### src/rtl/alu_pkg.sv
// ALU control codes and operand-width default, shared between the operand stage and the ALU.
package alu_pkg;

  localparam int XLEN_DEFAULT = 32;

  localparam logic [3:0] ALU_AND = 4'b0000;
  localparam logic [3:0] ALU_OR  = 4'b0001;
  localparam logic [3:0] ALU_ADD = 4'b0010;
  localparam logic [3:0] ALU_SUB = 4'b0110;
  localparam logic [3:0] ALU_SLT = 4'b0111;
  localparam logic [3:0] ALU_NOR = 4'b1100;

  typedef enum logic {ST_EMPTY = 1'b0, ST_FULL = 1'b1} stage_state_t;

  function automatic logic is_legal_op(input logic [3:0] op);
    case (op)
      ALU_AND, ALU_OR, ALU_ADD, ALU_SUB, ALU_SLT, ALU_NOR: return 1'b1;
      default: return 1'b0;
    endcase
  endfunction

endpackage

### src/rtl/reg_file.sv
// Register file: two combinational read ports with write-port bypass, one write port, x0 reads zero.
// Read latency zero; write lands on the rising clock edge.
module reg_file #(
  parameter int XLEN = 32,
  parameter int NREG = 32
) (
  input  logic            clk,
  input  logic            rst_n,
  input  logic [4:0]      raddr1,
  input  logic [4:0]      raddr2,
  output logic [XLEN-1:0] rdata1,
  output logic [XLEN-1:0] rdata2,
  input  logic            we,
  input  logic [4:0]      waddr,
  input  logic [XLEN-1:0] wdata
);

  logic [XLEN-1:0] mem [NREG];
  logic            wr_live;

  assign wr_live = we && (waddr != 5'd0);

  always_ff @(posedge clk or negedge rst_n) begin
    if (!rst_n) begin
      for (int i = 0; i < NREG; i++) mem[i] <= '0;
    end else if (wr_live) begin
      mem[waddr] <= wdata;
    end
  end

  // x0 check comes first so a write to x0 can never be forwarded either.
  always_comb begin
    rdata1 = mem[raddr1];
    if (raddr1 == 5'd0)                   rdata1 = '0;
    else if (wr_live && waddr == raddr1)  rdata1 = wdata;
  end

  always_comb begin
    rdata2 = mem[raddr2];
    if (raddr2 == 5'd0)                   rdata2 = '0;
    else if (wr_live && waddr == raddr2)  rdata2 = wdata;
  end

endmodule

### src/rtl/alu_operand_stage.sv
// Operand fetch stage: reads sources, picks imm or rs2, registers one instruction for the ALU (1-cycle latency).
// Holds the snapshot while out_ready is low; in_ready drops when full and stalled or on flush.
module alu_operand_stage
  import alu_pkg::*;
#(
  parameter int XLEN = XLEN_DEFAULT,
  parameter int NREG = 32
) (
  input  logic            clk,
  input  logic            rst_n,
  input  logic            in_valid,
  output logic            in_ready,
  input  logic [4:0]      rs1,
  input  logic [4:0]      rs2,
  input  logic [4:0]      rd,
  input  logic [XLEN-1:0] imm,
  input  logic            use_imm,
  input  logic [3:0]      alu_op,
  input  logic            wb_en,
  input  logic [4:0]      wb_addr,
  input  logic [XLEN-1:0] wb_data,
  input  logic            flush,
  output logic            out_valid,
  input  logic            out_ready,
  output logic [XLEN-1:0] data1,
  output logic [XLEN-1:0] data2,
  output logic [3:0]      ALUc,
  output logic [4:0]      out_rd,
  output logic            err_illegal
);

  stage_state_t    state;
  logic [XLEN-1:0] rf_rd1;
  logic [XLEN-1:0] rf_rd2;
  logic            accept;

  reg_file #(.XLEN(XLEN), .NREG(NREG)) u_reg_file (
    .clk    (clk),
    .rst_n  (rst_n),
    .raddr1 (rs1),
    .raddr2 (rs2),
    .rdata1 (rf_rd1),
    .rdata2 (rf_rd2),
    .we     (wb_en),
    .waddr  (wb_addr),
    .wdata  (wb_data)
  );

  assign out_valid = (state == ST_FULL);
  assign in_ready  = !flush && (!out_valid || out_ready);
  assign accept    = in_valid && in_ready;

  // Flush wins over everything; otherwise accept reloads, a bare consume empties, a stall holds.
  always_ff @(posedge clk or negedge rst_n) begin
    if (!rst_n) begin
      state       <= ST_EMPTY;
      data1       <= '0;
      data2       <= '0;
      ALUc        <= 4'b0000;
      out_rd      <= 5'd0;
      err_illegal <= 1'b0;
    end else begin
      if (flush) begin
        state <= ST_EMPTY;
      end else if (accept) begin
        state  <= ST_FULL;
        data1  <= rf_rd1;
        data2  <= use_imm ? imm : rf_rd2;
        ALUc   <= alu_op;
        out_rd <= rd;
        if (!is_legal_op(alu_op)) err_illegal <= 1'b1;
      end else if (out_ready) begin
        state <= ST_EMPTY;
      end
    end
  end

endmodule

### config.mk
export PLATFORM = sky130hd
export DESIGN_NAME = alu_operand_stage
export DESIGN_NICKNAME = d
export VERILOG_FILES = /design/src/rtl/alu_pkg.sv /design/src/rtl/reg_file.sv /design/src/rtl/alu_operand_stage.sv
export SDC_FILE = /design/constraint.sdc
export NUM_CORES = 2
export LEC_CHECK = 0
export CAP_MARGIN = 30
export CORE_ASPECT_RATIO = 1.2
export CORE_UTILIZATION = 60
export CTS_CLUSTER_SIZE = 16
export DETAILED_ROUTE_END_ITERATION = 8
export GPL_TIMING_DRIVEN = 0
export PLACE_DENSITY_LB_ADDON = 0.12
export REMOVE_ABC_BUFFERS = 1
export SLEW_MARGIN = 20
export SYNTH_ARGS = -nofsm -noshare
export SYNTH_HDL_FRONTEND = slang
export SYNTH_SLANG_ARGS = --single-unit
### constraint.sdc
create_clock -name clk -period 2.5 [get_ports clk]
set_input_delay 0.25 -clock clk [delete_from_list [all_inputs] [get_ports clk]]
set_output_delay 0.25 -clock clk [all_outputs]
set_load 0.01 [all_outputs]
==> metrics.txt <==
status=complete, but fails checks; failing checks=negative hold slack; final hold slack=-0.293 ns; top cells by area, synth=dfrtp_1 48%, mux4_2 20%, mux2_2 20%; Die Ht=approximately 340 um; Remaining DRCs=0; Rows=123; Synth top area share=around half; startpoint types=input pin; Lkg Pwr=0.0285 uW; CP Capture Type=flip-flop; max-cap violation count=0; first-pass GRT wire length=about 260,000 um; Crit-path slowest cell=clkdlybuf4s50_1; crit path kind=in2reg; clock skew=approximately 0.022 ns; clk buf depth=3; clk sink count=between 1k and 1.5k; Setup violations, final=0; warnings from Yosys=0; Worst-Skew Late Latency=~0.7 ns; Routed wire per std cell=roughly 34 um; grt total ovfl=0; fmax=~0.40 GHz; top_reg_cell synth=dfrtp_1; fin crit period=approximately 2.5 ns; CTS tree=built; post-route clock period utilization=about 100%; top-count cell post-synth=dfrtp_1; fin area=approximately 66,000 sq um; port bufs=between 150 and 200; Vias/cell=around 7.3; largest net degree at the start of global routing=about 150; Worst-path clk slew=approximately 0.06 ns; worst setup slack after layout=just under 0.009 ns; vias in the first global route=approximately 41k; IO Count=between 150 and 200; Util after Layout=between 70% and 80%; initial antenna violation count=3; Mapped Cells=between 3k and 4k; worst vdd ir=~0.55 mV; hpwl dp=109,000 um; Mapped Area=about 57,000 sq um; 1st-pass router iterations=8; top cell type by total area after synthesis=dfrtp_1; placer congestion estimate=0.757; most frequent cells after synthesis=1,099 x dfrtp_1, 986 x mux2_2, 512 x mux4_2, 237 x clkbuf_1, 223 x a22oi_1; clk root buf=clkbuf_16; die area=roughly 96,000 sq um; Most Frequent Cell on Critical Path=buf_4; fin nets=3,951; Worst slew margin=a little over two fifths; Final Hold Viols=260; Placeable Area=93,900 sq um; H-tree Lvls=3; Data arrival, critical path=about 3.1 ns; worst slew pin tran=approximately 0.86 ns; Routed Antenna Nets=0; Worst EP required=slightly above 3 ns; die width=283 um; drt initial violations=roughly 4.0k; Cell variety after synth=36; via count=between 30k and 40k; Syn Area/Cell=14.8 sq um; Seq cells post-synth=~1.1k; share of post-route cells with drive strength above 1=between 40% and 50%; Initial Utilization=between 60% and 70%; CTS buffer count=about 110; Total GRT Usage=between 30 and 40%; P&R area growth vs syn=15.9%; Post-Route WL=approximately 170,000 um; hold buffers post-CTS=4; power per cell area=779 nW/um^2; fin. max-slew vios=0; Post-synth EDFFs=0; Cell Area, Placed=roughly 62,000 sq um; Largest stage delay, worst path=between 0.7 and 0.8 ns; worst min path class=in2async; ys async rst share=100%; pre-CTS WS=-1.19 ns; Max FO, Critical Path=20; sequential area share after synthesis=just under 50%; critical path, cell by cell=clkdlybuf4s50_1 > nor3_4 > nor4_4 > buf_4 > buf_4 > nand2b_4 > buf_12 > mux2_2
==> flip-flops by register name, indices dropped and copies added (netlist names) <==
name            cells
ALUc                4
data1              32
data2              32
err_illegal         1
out_rd              5
out_valid           1
u_reg_file.mem   1024
==> cell type report <==
cell class / count / area [sq um]
Fill cell: 6005 / 27900
Sequential cell: 1099 / 27500
Multi-Input combinational cell: 2302 / 27900
Timing Repair Buffer: 343 / 5260
Inverter: 1 / 3.75
Tap cell: 1250 / 1560
Antenna cell: 5 / 12.5
Clock inverter: 42 / 410
Clock buffer: 160 / 3270
==> power breakdown <==
| group | total, uW | switching [uW] | internal, uW |
|---|---|---|---|
| clock | 16900 | 7160 | 9760 |
| combinational | 10700 | 4180 | 6530 |
| sequential | 23800 | 2590 | 21200 |
| total | 51400 | 13900 | 37500 |
==> worst max-delay path: cells and delay by family <==
family	cells	cell delay [ns]
AND/OR/NAND/NOR	3	1.02
buffers and inverters	4	1.36
multiplexers	1	0.36
==> worst paths after layout <==
check                                     start              endpoint  slack, ns  cells past startpoint
min                                       rst_n   u_reg_file.mem[986]      -0.29                      3
max                                  wb_addr[4]   u_reg_file.mem[111]      0.009                      8
min reg2reg                u_reg_file.mem[1012]  u_reg_file.mem[1012]       0.39                      0
min in group clk                          rd[2]             out_rd[2]       0.08                      3
max in group asynchronous                 rst_n   u_reg_file.mem[615]       0.51                      7
max reg2reg                           out_valid             data2[27]       0.13                      6
==> cell families (layout without fill, tap and decap cells) <==
| group | count (synthesis) | after routing | share of synthesized area [%] |
|---|---|---|---|
| multiplexers | 1570 | 1570 | 41.0 |
| other | 0 | 5 | 0 |
| AND/OR/NAND/NOR | 360 | 360 | 2.73 |
| XOR/XNOR | 10 | 10 | 0.154 |
| AO/OA/AOI/OAI | 362 | 362 | 4.49 |
| flip-flops | 1099 | 1099 | 48.3 |
| buffers and inverters | 439 | 546 | 3.27 |
==> cells in the final DEF, fill, tap and decap left out, drive strengths merged, types with 31 or more instances in the layout <==
| cell | count |
|---|---|
| o21ai | 64 |
| buf | 185 |
| a22oi | 223 |
| nand3 | 66 |
| mux2 | 993 |
| a31oi | 35 |
| dfrtp | 1099 |
| clkinv | 31 |
| nand2 | 207 |
| a221oi | 32 |
| clkbuf | 162 |
| nor2 | 54 |
| mux2i | 65 |
| mux4 | 512 |
| clkdlybuf4s50 | 152 |
==> per-stage QoR <==
| stage | cells | TNS, ns | total power (uW) |
|---|---|---|---|
| 6_report | 5202 | 0 | 51400 |
| 3_5_place_dp | 4947 | -740.25 | 34400 |
| 4_1_cts | 5167 | 0 | 51300 |
| 5_1_grt | 5198 | -0.0422 | 53300 |
| 3_3_place_gp | 4822 | - | 34500 |
| 2_1_floorplan | 3402 | -52.42 | 30000 |
==> per-layer routing <==
metal,track usage [%],vias up,share of wire [%]
met5,0,-,0
met3,8.96,548,9.8
met1,49.0,20402,37
met4,17.5,0,5.0
li1,-,14837,-
met2,57.2,2193,48
==> what timing repair did <==
item	CTS	global route
buffers inserted	11	7
resized for setup	3	2
pin swaps	6	6
hold endpoints to repair	257	260
gates cloned	3	2
endpoints found under the setup margin	266	107
Power figures use the tool's default switching activity.
